--- src/rtl/sifo_pkg.sv ---
// Shared definitions for the execution controller: opcodes, FSM states,
// and the opcode classifier used when an instruction is accepted.
package sifo_pkg;

   localparam int DW = 10;

   localparam logic [4:0] OP_NOP    = 5'b00000;
   localparam logic [4:0] OP_LOAD   = 5'b00001;
   localparam logic [4:0] OP_DEC_R  = 5'b00101;
   localparam logic [4:0] OP_DEC_M  = 5'b00110;
   localparam logic [4:0] OP_XOR_R  = 5'b00111;
   localparam logic [4:0] OP_XOR_M  = 5'b01000;
   localparam logic [4:0] OP_NAND_R = 5'b01001;
   localparam logic [4:0] OP_NAND_M = 5'b01010;
   localparam logic [4:0] OP_ROT_R  = 5'b01011;
   localparam logic [4:0] OP_ROT_M  = 5'b01100;
   localparam logic [4:0] OP_INC    = 5'b10011;

   typedef enum logic [1:0] {
      IDLE,
      MEM,
      EXEC,
      WB
   } state_e;

   // Operand routing class; decided once at accept time.
   typedef enum logic [2:0] {
      CLS_ILLEGAL,
      CLS_LOAD,
      CLS_REG_BIN,
      CLS_REG_UN,
      CLS_MEM_BIN,
      CLS_MEM_UN
   } op_class_e;

   function automatic op_class_e classify(input logic [4:0] op);
      op_class_e cls;
      cls = CLS_ILLEGAL;
      case (op)
         OP_LOAD:                        cls = CLS_LOAD;
         OP_XOR_R, OP_NAND_R, OP_ROT_R:  cls = CLS_REG_BIN;
         OP_DEC_R, OP_INC:               cls = CLS_REG_UN;
         OP_XOR_M, OP_NAND_M, OP_ROT_M:  cls = CLS_MEM_BIN;
         OP_DEC_M:                       cls = CLS_MEM_UN;
         default:                        cls = CLS_ILLEGAL;
      endcase
      return cls;
   endfunction

endpackage

--- src/rtl/reg_file.sv ---
// NREGS x 10-bit register file: one write port, two operand read ports and
// a debug read port, all reads combinational, cleared by async reset.
module reg_file
   import sifo_pkg::*;
#(
   parameter  int NREGS = 8,
   localparam int RAW   = $clog2(NREGS)
) (
   input  logic           clk,
   input  logic           rst_n,
   input  logic           we_i,
   input  logic [RAW-1:0] waddr_i,
   input  logic [DW-1:0]  wdata_i,
   input  logic [RAW-1:0] raddr_a_i,
   input  logic [RAW-1:0] raddr_b_i,
   input  logic [RAW-1:0] dbg_addr_i,
   output logic [DW-1:0]  rdata_a_o,
   output logic [DW-1:0]  rdata_b_o,
   output logic [DW-1:0]  dbg_data_o
);

   logic [DW-1:0] regs_q [NREGS];

   always_ff @(posedge clk or negedge rst_n) begin
      if (!rst_n) begin
         for (int i = 0; i < NREGS; i++) begin
            regs_q[i] <= '0;
         end
      end else if (we_i) begin
         regs_q[waddr_i] <= wdata_i;
      end
   end

   assign rdata_a_o  = regs_q[raddr_a_i];
   assign rdata_b_o  = regs_q[raddr_b_i];
   assign dbg_data_o = regs_q[dbg_addr_i];

endmodule

--- src/rtl/alu_exec_ctrl.sv ---
// Single-issue execution controller: accepts one decoded instruction, fetches
// operands from the register file or data memory, drives the ALU, writes back.
module alu_exec_ctrl
   import sifo_pkg::*;
#(
   parameter  int NREGS = 8,
   parameter  int AW    = 8,
   localparam int RAW   = $clog2(NREGS)
) (
   input  logic           clk,
   input  logic           rst_n,
   input  logic           instr_valid,
   output logic           instr_ready,
   input  logic [4:0]     instr_op,
   input  logic [RAW-1:0] instr_rd,
   input  logic [RAW-1:0] instr_rs,
   input  logic [AW-1:0]  instr_addr,
   output logic [4:0]     alu_opcode,
   output logic [DW-1:0]  alu_op1,
   output logic [DW-1:0]  alu_op2,
   input  logic [DW-1:0]  alu_res,
   input  logic           alu_s,
   input  logic           alu_g,
   output logic           mem_req,
   output logic [AW-1:0]  mem_addr,
   input  logic           mem_ack,
   input  logic [DW-1:0]  mem_rdata,
   output logic           flag_s,
   output logic           flag_g,
   output logic           done,
   output logic           illegal,
   input  logic [RAW-1:0] dbg_addr,
   output logic [DW-1:0]  dbg_data
);

   state_e         state_q, state_d;
   op_class_e      cls_q, cls_d;
   logic [4:0]     op_q, op_d;
   logic [RAW-1:0] rd_q, rd_d;
   logic [RAW-1:0] rs_q, rs_d;
   logic [AW-1:0]  addr_q, addr_d;
   logic [DW-1:0]  mdata_q, mdata_d;
   logic           illegal_q, illegal_d;
   logic           ready_en_q;
   logic           flag_s_q, flag_g_q;

   logic           rf_we;
   logic [DW-1:0]  rf_wdata;
   logic [DW-1:0]  rf_rdata_a, rf_rdata_b;
   logic           flag_we;

   reg_file #(
      .NREGS (NREGS)
   ) u_reg_file (
      .clk        (clk),
      .rst_n      (rst_n),
      .we_i       (rf_we),
      .waddr_i    (rd_q),
      .wdata_i    (rf_wdata),
      .raddr_a_i  (rd_q),
      .raddr_b_i  (rs_q),
      .dbg_addr_i (dbg_addr),
      .rdata_a_o  (rf_rdata_a),
      .rdata_b_o  (rf_rdata_b),
      .dbg_data_o (dbg_data)
   );

   // ready_en_q holds instr_ready low until the first edge after reset release.
   always_ff @(posedge clk or negedge rst_n) begin
      if (!rst_n) begin
         state_q    <= IDLE;
         cls_q      <= CLS_ILLEGAL;
         op_q       <= OP_NOP;
         rd_q       <= '0;
         rs_q       <= '0;
         addr_q     <= '0;
         mdata_q    <= '0;
         illegal_q  <= 1'b0;
         ready_en_q <= 1'b0;
         flag_s_q   <= 1'b0;
         flag_g_q   <= 1'b0;
      end else begin
         state_q    <= state_d;
         cls_q      <= cls_d;
         op_q       <= op_d;
         rd_q       <= rd_d;
         rs_q       <= rs_d;
         addr_q     <= addr_d;
         mdata_q    <= mdata_d;
         illegal_q  <= illegal_d;
         ready_en_q <= 1'b1;
         if (flag_we) begin
            flag_s_q <= alu_s;
            flag_g_q <= alu_g;
         end
      end
   end

   always_comb begin
      state_d     = state_q;
      cls_d       = cls_q;
      op_d        = op_q;
      rd_d        = rd_q;
      rs_d        = rs_q;
      addr_d      = addr_q;
      mdata_d     = mdata_q;
      illegal_d   = 1'b0;
      instr_ready = 1'b0;
      mem_req     = 1'b0;
      done        = 1'b0;
      alu_opcode  = OP_NOP;
      alu_op1     = '0;
      alu_op2     = '0;
      rf_we       = 1'b0;
      rf_wdata    = '0;
      flag_we     = 1'b0;

      case (state_q)
         IDLE: begin
            instr_ready = ready_en_q;
            if (instr_valid && ready_en_q) begin
               op_d   = instr_op;
               rd_d   = instr_rd;
               rs_d   = instr_rs;
               addr_d = instr_addr;
               cls_d  = classify(instr_op);
               case (classify(instr_op))
                  CLS_ILLEGAL:            illegal_d = 1'b1;
                  CLS_REG_BIN, CLS_REG_UN: state_d  = EXEC;
                  default:                state_d   = MEM;
               endcase
            end
         end

         MEM: begin
            mem_req = 1'b1;
            if (mem_ack) begin
               mdata_d = mem_rdata;
               state_d = (cls_q == CLS_LOAD) ? WB : EXEC;
            end
         end

         EXEC: begin
            done       = 1'b1;
            alu_opcode = op_q;
            // Binary ops read rd as first source; unary ops take their single source on op1.
            case (cls_q)
               CLS_REG_BIN: begin
                  alu_op1 = rf_rdata_a;
                  alu_op2 = rf_rdata_b;
               end
               CLS_MEM_BIN: begin
                  alu_op1 = rf_rdata_a;
                  alu_op2 = mdata_q;
               end
               CLS_REG_UN:  alu_op1 = rf_rdata_b;
               CLS_MEM_UN:  alu_op1 = mdata_q;
               default:     alu_op1 = '0;
            endcase
            rf_we    = 1'b1;
            rf_wdata = alu_res;
            flag_we  = 1'b1;
            state_d  = IDLE;
         end

         WB: begin
            done     = 1'b1;
            rf_we    = 1'b1;
            rf_wdata = mdata_q;
            state_d  = IDLE;
         end

         default: state_d = IDLE;
      endcase
   end

   assign mem_addr = addr_q;
   assign illegal  = illegal_q;
   assign flag_s   = flag_s_q;
   assign flag_g   = flag_g_q;

endmodule
--- config.mk ---
export PLATFORM = sky130hd
export DESIGN_NAME = alu_exec_ctrl
export DESIGN_NICKNAME = d
export VERILOG_FILES = /design/src/rtl/sifo_pkg.sv /design/src/rtl/reg_file.sv /design/src/rtl/alu_exec_ctrl.sv
export SDC_FILE = /design/constraint.sdc
export NUM_CORES = 1
export LEC_CHECK = 0
export BUFFER_PORTS_ARGS = -buffer_cell sky130_fd_sc_hd__buf_4
export CORE_AREA = 2 2 120 122
export DETAILED_ROUTE_END_ITERATION = 7
export DIE_AREA = 0 0 122 124
export PLACE_DENSITY = 0.7
export RECOVER_POWER = 50
export SLEW_MARGIN = 20
export SYNTH_ARGS = -nofsm -noshare
export SYNTH_HDL_FRONTEND = slang
export SYNTH_SLANG_ARGS = --single-unit
--- constraint.sdc ---
create_clock -name clk -period 2.55 [get_ports clk]
set_clock_uncertainty 0.15 [all_clocks]
set_input_delay 0 -clock clk [delete_from_list [all_inputs] [get_ports clk]]
set_output_delay 0 -clock clk [all_outputs]
set_load 0.02 [all_outputs]
# ---- Word-level counts from Yosys, hierarchy flattened
# Memory sizes are Yosys's and may differ from the RTL's. A register that Yosys moved wholly into a read port is not among the register bits.
# Index checks and enable logic that the tools add are counted.
dict set report classes {
  reduce_logical 11
  shifts 0
  div 0
  n_lt_le_gt_ge 4
  n_mul 0
  muxes 32
  n_eq_ne 13
  n_addsub 0
  bitwise 3
}
# op count
set op_table {}
lappend op_table {{$bmux W10 S3} 3}
lappend op_table {{$mux W10} 9}
lappend op_table {{$bwmux W80} 1}
lappend op_table {{$pmux W10 S2} 2}
lappend op_table {{$demux W10 S3} 1}
lappend op_table {{$pmux W10 S3} 1}
lappend op_table {{$eq A3 B2 Y1 const B} 4}
lappend op_table {{$ge A4 B4 Y1 const B} 3}
lappend op_table {{$not A3 Y4} 3}
lappend op_table {{$mux W1} 8}
lappend op_table {{$eq A3 B3 Y1 const B} 2}
lappend op_table {{$mux W3} 2}
lappend op_table {{$ne A2 B2 Y1 const B} 3}
lappend op_table {{$pmux W2 S3} 1}
lappend op_table {{$reduce_or A2 Y1} 3}
lappend op_table {{$mux W5} 1}
lappend op_table {{$eq A2 B2 Y1 const B} 2}
lappend op_table {{$lt A4 B1 Y1 const B} 1}
lappend op_table {{$mux W2} 2}
lappend op_table {{$pmux W2 S2} 1}
lappend op_table {{$reduce_and A2 Y1} 2}
lappend op_table {{$eq A3 B1 Y1 const B} 1}
lappend op_table {{$logic_not A3 Y1} 1}
lappend op_table {{$reduce_and A3 Y1} 1}
lappend op_table {{4 further kinds} 5}
dict set report word_totals {
  reg_bits 115
  latchBits 0
  out_inout_bits 49
  memories 2
  mem_bits_ro 192
  ram_bits 0
  word_cells 83
  inputBits 48
}
# memory words word_bits read_ports rd_ports_with_merged_regs wr line_no
set mem_list {}
lappend mem_list {{(name not given)} 32 3 1 1 0 sifo_pkg.sv:39} ;# case (op)
lappend mem_list {{(name not given)} 32 3 1 0 0 sifo_pkg.sv:39}

# ---- Longest topological paths before layout
# Gate-level depths: netlist of run 1.
dict set report logic_depth {
  ltp_word 8
  ltp_mapped 7
  depth_no_buf 6
}

# ---- Cells and area by module
# Synthesis of run 1 repeated with hierarchy kept, for this count alone.
dict set report hier_totals {
  hier_cells 526
  area_unflattened_um2 7447.1
}
# module cells_each n_inst seq_area_each_um2 area_each_um2
set modules_own_cells {}
lappend modules_own_cells {reg_file 280 1 2001.9 5038.6}
lappend modules_own_cells {alu_exec_ctrl 246 1 950.9 2408.6}

# ---- Least setup slack after synthesis of run 1
# No wires, ideal clock.
dict set report synth_path {
  path_type {flip-flop to flip-flop}
  from {register state_q[1]}
  to {register addr_q[2] (netlist: mem_addr[2])}
  stages_incl_launch_ff 7
  setup_slack_ps 539
  synth_period_minus_slack_ps 2011
  setup_ps 125
  path_buffers 3
  required_ps 2275
  arrival_time_ps 1736
  path_cell_list {dfrtp_1 -> buf_2 -> nor3b_2 -> and2_1 -> buf_4 -> buf_2 -> mux2_2}
}
dict set report synth_between {
  elab_chain_cells 2
}
# element line_no
set synth_lines {}
lappend synth_lines {{start: declaration} alu_exec_ctrl.sv:36} ;# state_e state_q, state_d;
lappend synth_lines {{start signal: assignment} alu_exec_ctrl.sv:83} ;# state_q <= state_d;
lappend synth_lines {{$logic_not A2 Y1} alu_exec_ctrl.sv:118} ;# case (state_q)
lappend synth_lines {{$reduce_and A2 Y1 (no line)} --}
lappend synth_lines {{end signal: assignment} alu_exec_ctrl.sv:88} ;# addr_q <= addr_d;
lappend synth_lines {{end: declaration} alu_exec_ctrl.sv:41} ;# logic [AW-1:0] addr_q, addr_d;
# No other way between the ends.
# A chain may end at the register's enable or synchronous reset.

# ---- Worst setup path after layout of run 1
dict set report layout_path {
  from {register rs_q[1]}
  to {output alu_op1[8]}
}
dict set report layout_between {
  elab_chain_cells 6
}
# element line_no
set layout_lines {}
lappend layout_lines {{start: declaration} alu_exec_ctrl.sv:40} ;# logic [RAW-1:0] rs_q, rs_d;
lappend layout_lines {{start signal: assignment} alu_exec_ctrl.sv:87} ;# rs_q <= rs_d;
lappend layout_lines {{$not A3 Y4 (implied by the code)} reg_file.sv:35} ;# assign rdata_b_o = regs_q[raddr_b_i];
lappend layout_lines {{$bmux W10 S3} reg_file.sv:35}
lappend layout_lines {{$mux W10 (implied by the code) (2 in a row)} reg_file.sv:35}
lappend layout_lines {{$pmux W10 S3} alu_exec_ctrl.sv:147} ;# case (cls_q)
lappend layout_lines {{$mux W10} alu_exec_ctrl.sv:118}
lappend layout_lines {{end: declaration} alu_exec_ctrl.sv:19} ;# output logic [DW-1:0] alu_op1,
# No other way between the ends. The select of a mux whose other input is x is not followed.

==> results of run 1 <==
## final timing paths
kind                            cells past startpoint               endpoint  slack [ps]
worst max-delay path                                6             alu_op1[8]          80
worst min-delay path                                4  u_reg_file.regs_q[28]          40
worst max register to register                      5                illegal         210
worst min register to register                      1                op_q[1]         350
max in group asynchronous                           4             mdata_q[0]         270
min in group asynchronous                           3            mem_addr[6]         700
## synth_stat cells (3+ instances only)
| cell type | instances | area (um^2) |
|---|---|---|
| dfrtp_1 | 118 | 2950 |
| nand2_1 | 97 | 364 |
| o21ai_0 | 83 | 415 |
| mux2_2 | 62 | 698 |
| mux4_2 | 42 | 946 |
| clkbuf_1 | 27 | 101 |
| mux4_1 | 18 | 473 |
| buf_2 | 16 | 80.1 |
| nor2_1 | 16 | 60.1 |
| a22oi_1 | 11 | 82.6 |
| mux2i_1 | 11 | 110 |
| o21ai_1 | 10 | 50.1 |
| a22oi_2 | 9 | 113 |
| nor2b_1 | 7 | 43.8 |
| and2_1 | 6 | 37.5 |
| ha_1 | 4 | 50.1 |
| nand3_1 | 4 | 20.0 |
| inv_1 | 3 | 11.3 |
| nand2b_1 | 3 | 18.8 |
## final cells by class
| cell class | instances | area share |
|---|---|---|
| multi-input cells | 400 | 0.419 |
| inverters | 3 | 0.00131 |
| repair buffers | 160 | 0.144 |
| clock inverters | 13 | 0.0147 |
| well taps | 180 | 0.0261 |
| flip-flops and latches | 118 | 0.343 |
| clock buffers | 19 | 0.0514 |
## worst register-to-register path: stages, from the launching register on
cell and delay [ps]:
dfrtp_2 530, nor3b_1 340, and2_0 170, clkbuf_2 510
o21ai_0 250, nor3b_1 290
## report_power, final
part | switching [mW] | total [mW] | internal (mW)
Clock | 0.895 | 2.27 | 1.37
Combinational | 1.40 | 3.26 | 1.86
Sequential | 0.942 | 3.61 | 2.67
Total | 3.24 | 9.14 | 5.90
## registers in the layout, indices dropped and copies added, names as in the netlist, 2 cells and up
register           cells
mem_addr               8
state_q                2
rs_q                   3
cls_q                  3
mdata_q               10
u_reg_file.regs_q     80
op_q                   5
rd_q                   3
## cells by family after synthesis
family | synth area share
XOR/XNOR | 0.00129
adder cells (fa/ha/maj) | 0.00737
AND/OR/NAND/NOR | 0.0886
other | 0.000552
multiplexers | 0.328
buffers and inverters | 0.0350
AO/OA/AOI/OAI | 0.105
flip-flops | 0.435
## metrics by stage
stage,worst slack (ps),instance area [um^2],TNS (ps)
after floorplan,539,6790,0
after CTS,55.1,8670,0
after global routing,-4.47,8620,-4.47
final,76.1,8620,0
after detailed placement,358,7740,0
after global placement,401,7740,0
## timing repair
item / 4_1_cts / 5_1_grt
hold buffers: 35 / 0
setup endpoints to repair: 15 / 8
endpoints found under the hold margin: 124 / 0
gates resized for setup: 3 / 8
## routing by layer
layer / vias to the layer above / track usage / wire length, um
met3: 37 / 0.0531 / 1440
met1: 2782 / 0.344 / 7770
met2: 272 / 0.428 / 9360
li1: 2384 / - / -
met4: 0 / 0.0991 / 401
met5: - / 0 / 0
==> impl_metrics.ini, run 1 <==
[setup_path]
required_ps = 2400
path_cells = buf_8 -> mux4_1 -> mux2_2 -> a22oi_1 -> o21ai_1 -> buf_4
crit_arrival_ps = 2320
r2r_start = state_q[0]
crit_start = rs_q[1]
worst-path-buf-inv = 2
max_stage_delay_ps = 560
crit_type = register to primary output
endpoint_kind = primary output
worst_path_max_delay_cell = mux4_1
crit_path_max_fanout = 10
cp_top_family = multiplexers
crit_path_start_kind = register

[drt]
via_count = 5475
via_per_inst = 6.13
drcViolationCount = 0
drtAntennaViolNets = 0
avgRoutedWirePerCell_um = 21.2
wirelength_mm = 19.0
dr.pass1.iters = 5
drtIter0Drc = 473

[cts]
clockBufferDepth = 2
clock_sinks = 118
h-tree-depth = 4
post-cts-setup-buffers = 0
numCtsBuffers = 17
cts_tree = built
cts.clk_slew.worst_paths_ps = 50
root_buffer = clkbuf_16
clk_latency_ps = 410

[grt]
track_usage = 0.260
grt.overflow.total = 0
grt_max_degree = 47
grt_pass1_wl_mm = 29.6
grt_pass1_vias = 5448
antenna_found_initial = 0

[logic_synthesis]
synth.ff_latch_count = 118
syn_area_per_cell_um2 = 11.9
ys_seq_area_frac = 0.435
ys_types = 35
synth_nets = 622
syn-instance-count = 570
synth_edf_count = 0
synth_flop_cell = dfrtp_1
ys_async_sr_fraction = 1.00
synth.yosys.warnings = 0
synth_area_um2 = 6790

[cells_and_area]
syn_to_final_growth_pct = 26.9
nets = 752
layout_commonest_cell = dfrtp_1
drive_above_1_share = 0.365
final_cell_mix = dfrtp_1 (114), buf_4 (102), nand2_1 (97)
register_area_um2 = 2960
multi_input_area_um2 = 3610
antenna_cells = 0
fin_util = 0.628
stdcell_count = 893
fill_cells = 1060

[timing]
slew_headroom = 0.301
min_period_ps = 2470
hold_violations = 0
fin_hold_ws_ps = 44.4
tightestPinTransition_ps = 1050
rsz0062_at_grt = yes
slew_viol_final = 0
setup_viol = 0
period_share = 0.970
fmax_mhz = 404

[place]
portBuffers = 96
dp_hpwl_mm = 13.1
dp.cells = 826
routabilityCongestion = 0.893

[floorplan]
die_h_um = 124
num_rows = 43
start_util = 0.495
die-width_um = 122
design.core.area_um2 = 13700
ios = 97
die-area_um2 = 15100

[min_path]
hp-start = alu_res[8]
hold_class = input port to register

[outcome]
status = complete, no violations

[pwr]
ir_worst_vdd_uv = 632
power_density_nw_per_um2 = 1060
leakage_nw = 3.70
fin_total_pwr_mw = 9.14

[job]
maxCapViolCount = 0
Power figures use the tool's default switching activity.
==> inputs of run 2 (changes only) <==
--- a/config.mk
+++ b/config.mk
@@ -6,9 +6,9 @@
 export NUM_CORES = 1
 export LEC_CHECK = 0
 export BUFFER_PORTS_ARGS = -buffer_cell sky130_fd_sc_hd__buf_4
-export CORE_AREA = 2 2 120 122
+export CORE_AREA = 10 10 128 130
 export DETAILED_ROUTE_END_ITERATION = 7
-export DIE_AREA = 0 0 122 124
+export DIE_AREA = 0 0 138 140
 export PLACE_DENSITY = 0.7
 export RECOVER_POWER = 50
 export SLEW_MARGIN = 20
==> run 2 against run 1 <==
  * The run now ends with capacitance limit, slew limit left
  * Clock power increased by 17%
  * Die area increased by 28%
  * Combinational power increased by 1%
  * Routed wire length increased by 1.7%
  * Worst hold slack got worse by 13 ps
  * Largest cell class unchanged
  * Largest power group unchanged
==> impl_metrics.ini, run 2 (synthesized netlist as in run 1, its figures left out) <==
[outcome]
status = finished with violations
violations = capacitance limit, slew limit

[grt]
antenna_found_initial = 0
grt_pass1_vias = 5479
grt_max_degree = 59
grt_pass1_wl_mm = 30.8
grt.overflow.total = 0
track_usage = 0.198

[timing]
fin_hold_ws_ps = 31.2
setup_viol = 0
min_period_ps = 2500
slew_headroom = -0.0192
rsz0062_at_grt = yes
period_share = 0.981
slew_viol_final = 59
fmax_mhz = 400
hold_violations = 0
tightestPinTransition_ps = 1530

[cts]
numCtsBuffers = 17
cts_tree = built
clk_latency_ps = 430
clock_sinks = 118
clockBufferDepth = 2
root_buffer = clkbuf_16
cts.clk_slew.worst_paths_ps = 60
h-tree-depth = 4

[place]
dp.cells = 829
dp_hpwl_mm = 13.7
portBuffers = 96
placed_cell_area_um2 = 7780
routabilityCongestion = 0.868

[setup_path]
path_cells = buf_4 -> mux4_1 -> mux2_2 -> a22oi_1 -> nor2_1 -> buf_4
crit_path_start_kind = register
cp_top_family = multiplexers
crit_type = register to primary output
max_stage_delay_ps = 590
crit_arrival_ps = 2350
required_ps = 2400
worst_path_max_delay_cell = mux4_1
crit_path_max_fanout = 11
r2r_start = state_q[1]
cp_common_cell = buf_4
endpoint_kind = primary output
crit_start = rs_q[1]
r2r_slack_ps = 280
worst-path-buf-inv = 2

[drt]
drtIter0Drc = 533
dr.pass1.iters = 5
top_layer = met4
wirelength_mm = 19.3
dr_wl_met2_mm = 9.70
avgRoutedWirePerCell_um = 21.5
via_per_inst = 5.97
drcViolationCount = 0
drtAntennaViolNets = 0
wl_met3_mm = 1.45
wl_met1_mm = 7.80
via_count = 5347

[floorplan]
design.core.area_um2 = 13800
ios = 97
start_util = 0.493
num_rows = 43
die-area_um2 = 19300
die-width_um = 138
die_h_um = 140

[cells_and_area]
syn_to_final_growth_pct = 28.2
layout_commonest_cell = dfrtp_1
final_cell_mix = dfrtp_1 (117), buf_4 (107), nand2_1 (97)
stdcell_count = 896
regMostFlops = u_reg_file.regs_q
fin_area_um2 = 8710
fin_util = 0.632
antenna_cells = 0
largest_register_ffs = 80
nets = 755
drive_above_1_share = 0.363

[job]
maxCapViolCount = 1

[pwr]
leakage_nw = 3.76
power_density_nw_per_um2 = 1090
ir_worst_vdd_uv = 577

[min_path]
hold_class = input port to register
hp-start = alu_res[1]
run 2: cell count changes in the layout (fill, tap and decap cells not counted), sizes merged:
cell,change
buf,+4
bufinv,+4
clkbuf,-1
clkinv,-3
clkinvlp,+1
inv,-2
run 2: tightest hold or removal path, delay by kind of cell:
| kind | cells | cell delay [ps] |
|---|---|---|
| and+or+nand+nor | 1 | 150 |
| muxes | 1 | 140 |
| buffers and inverters | 1 | 80 |
| AOI/OAI and AO/OA | 1 | 190 |
run 2: final cells by class:
class | instances | area (um^2)
Clock buffer | 19 | 453
Clock inverter | 13 | 203
Fill cell | 1047 | 5060
Inverter | 3 | 11.3
Multi-Input combinational cell | 400 | 3600
Sequential cell | 118 | 2950
Tap cell | 180 | 225
Timing Repair Buffer | 163 | 1260
run 2: what timing repair did:
| action | in CTS | in global routing |
|---|---|---|
| endpoints found under the setup margin | 17 | 12 |
| endpoints found under the hold margin | 94 | 0 |
| hold buffers | 35 | 0 |
| setup buffers | 0 | 0 |
| resized for setup | 1 | 3 |
run 2: path summary, 6_finish.rpt:
path                                         end  depth (start not counted)
setup / recovery                      alu_op2[0]                          6
hold / removal              u_reg_file.regs_q[1]                          4
setup reg to reg           u_reg_file.regs_q[48]                          6
hold reg to reg                          op_q[0]                          1
max in group asynchronous  u_reg_file.regs_q[21]                          3
min in group asynchronous                op_q[1]                          2
run 2: report_power, final:
part / switching (mW) / total [mW] / internal, mW
clock network: 0.887 / 2.66 / 1.78
registers: 0.883 / 3.55 / 2.67
logic: 1.43 / 3.30 / 1.87
total: 3.20 / 9.51 / 6.31
run 2: through the flow:
step	setup TNS, ps	worst slack (ps)	total power [mW]
floorplan	0	539	5.67
global placement	0	433	6.62
detailed placement	0	369	6.82
CTS	0	22.2	9.55
global route	-47.0	-16.4	10.0
finish	0	48.6	9.51
run 2: routing by layer:
| metal | global-route usage | up-vias |
|---|---|---|
| met2 | 0.326 | 241 |
| met4 | 0.0694 | 0 |
| met3 | 0.0588 | 33 |
| li1 | - | 2387 |
| met5 | 0 | - |
| met1 | 0.243 | 2686 |
==> inputs of run 3 (changes only) <==
--- a/config.mk
+++ b/config.mk
@@ -6,9 +6,9 @@
 export NUM_CORES = 1
 export LEC_CHECK = 0
 export BUFFER_PORTS_ARGS = -buffer_cell sky130_fd_sc_hd__buf_4
-export CORE_AREA = 10 10 128 130
+export CORE_AREA = 10 10 118 141
 export DETAILED_ROUTE_END_ITERATION = 7
-export DIE_AREA = 0 0 138 140
+export DIE_AREA = 0 0 128 151
 export PLACE_DENSITY = 0.7
 export RECOVER_POWER = 50
 export SLEW_MARGIN = 20
==> run 3 against run 2 <==
  * The flow now finishes without violations
  * Global-route usage up 2.3 points
  * Worst setup slack better by 41 ps
  * Register-to-register slack barely moved
  * Final cell count shrank 0.78%
  * Routed wire length is 8.2% higher
  * Clock power is 17% lower
  * First-iteration DRC count down 5.3%
==> impl_metrics.ini, run 3 (synthesized netlist as in run 1, its figures left out) <==
[cts]
root_buffer = clkbuf_16
post-cts-setup-buffers = 0
cts.clk_slew.worst_paths_ps = 50
cts_tree = built
clk_latency_ps = 420
clockBufferDepth = 2
h-tree-depth = 4
clock_sinks = 118
numCtsBuffers = 17

[timing]
slew_viol_final = 0
period_share = 0.965
fmax_mhz = 406
rsz0062_at_grt = no
tightestPinTransition_ps = 1260
setup_viol = 0
hold_violations = 0
fin_tns_setup_ps = 0
slew_headroom = 0.159
min_period_ps = 2460

[floorplan]
ios = 97
die-width_um = 128
start_util = 0.494
die-area_um2 = 19300
die_h_um = 151
design.core.area_um2 = 13800
num_rows = 47

[grt]
track_usage = 0.221
antenna_found_initial = 0
grt_pass1_vias = 5788
grt.overflow.total = 0
grt_max_degree = 50
grt_pass1_wl_mm = 32.7

[cells_and_area]
fin_util = 0.627
nets = 758
syn_to_final_growth_pct = 27.1
stdcell_count = 889
antenna_cells = 0
final_cell_mix = dfrtp_1 (116), buf_4 (110), nand2_1 (97)
layout_commonest_cell = dfrtp_1
drive_above_1_share = 0.368
largest_register_ffs = 80
regMostFlops = u_reg_file.regs_q

[drt]
drtIter0Drc = 505
avgRoutedWirePerCell_um = 23.5
wirelength_mm = 20.9
drtAntennaViolNets = 0
dr.pass1.iters = 5
via_per_inst = 6.26
via_count = 5561
drcViolationCount = 0

[place]
dp_hpwl_mm = 14.3
portBuffers = 96
dp.cells = 822
routabilityCongestion = 0.893

[setup_path]
path_cells = buf_12 -> mux4_1 -> mux2_2 -> a22oi_2 -> o21ai_1 -> buf_4
crit_type = register to primary output
crit_path_start_kind = register
crit_arrival_ps = 2310
cp_top_family = multiplexers
crit_path_max_fanout = 21
worst-path-buf-inv = 2
required_ps = 2400
worst_path_max_delay_cell = mux4_1
max_stage_delay_ps = 580
endpoint_kind = primary output

[pwr]
clock_power_share = 0.244
power.switching_mw = 3.13
power_density_nw_per_um2 = 1050
fin_total_pwr_mw = 9.04
p_seq_frac = 0.402
leakage_nw = 3.74
ir_worst_vdd_uv = 544
netSwitchingFraction = 0.346
p_int_mw = 5.91
power_frac_comb = 0.354

[outcome]
status = complete, no violations

[job]
maxCapViolCount = 0

[min_path]
hold_class = input port to register
-- run 3: final timing paths --
path	start	to	slack, ps	depth (start not counted)
worst max-delay path	rs_q[1]	alu_op1[0]	90	6
worst min-delay path	alu_res[7]	u_reg_file.regs_q[7]	10	4
worst max register to register	state_q[0]	state_q[1]	280	5
worst min register to register	op_q[3]	op_q[3]	350	1
max in group asynchronous	rst_n	rs_q[2]	580	3
min in group asynchronous	rst_n	flag_g	230	2
-- run 3: area by class of cell --
| cell class | count | area [um^2] |
|---|---|---|
| clock inverters | 8 | 47.5 |
| fillers | 1068 | 5130 |
| inverters | 3 | 11.3 |
| repair buffers | 166 | 1300 |
| multi-input cells | 400 | 3600 |
| well taps | 171 | 214 |
| clock buffers | 23 | 508 |
| flip-flops and latches | 118 | 2960 |
-- run 3: worst min-delay path, cell delays in order --
cell	delay [ps]
buf_4	80
mux2_2	130
nand2_1	150
o21ai_0	190
-- run 3: power by group through the flow --
stage | clock (mW) | combinational [mW] | sequential [mW]
after floorplan | 0 | 2.43 | 3.23
after global placement | 0 | 3.08 | 3.50
after detailed placement | 0 | 3.19 | 3.59
after CTS | 2.24 | 3.26 | 3.58
after global routing | 2.33 | 3.49 | 3.71
final | 2.21 | 3.20 | 3.63
-- run 3: timing repair --
action / 4_1_cts / 5_1_grt
endpoints found under the setup margin: 20 / 1
gates resized for setup: 3 / 1
hold buffers: 36 / 0
gates cloned: 0 / 0
endpoints found under the hold margin: 137 / 0
-- run 3: through the flow --
step	hold WS [ps]	setup WS, ps	cell area (um^2)
3_5_place_dp	-73.2	333	7790
2_1_floorplan	-446	539	6790
5_1_grt	68.9	14.8	8630
3_3_place_gp	-84.7	361	7790
6_report	14.9	89.9	8630
4_1_cts	4.09	28.7	8710
-- run 3: metal layers --
metal  wire length [um]  track usage  vias up  share of wire
li1                   -            -     2395              -
met4                767        0.110        0          0.037
met1               7820        0.260     2768           0.37
met5                  0            0        -              0
met2              10500        0.364      330           0.50
met3               1850       0.0619       68          0.089
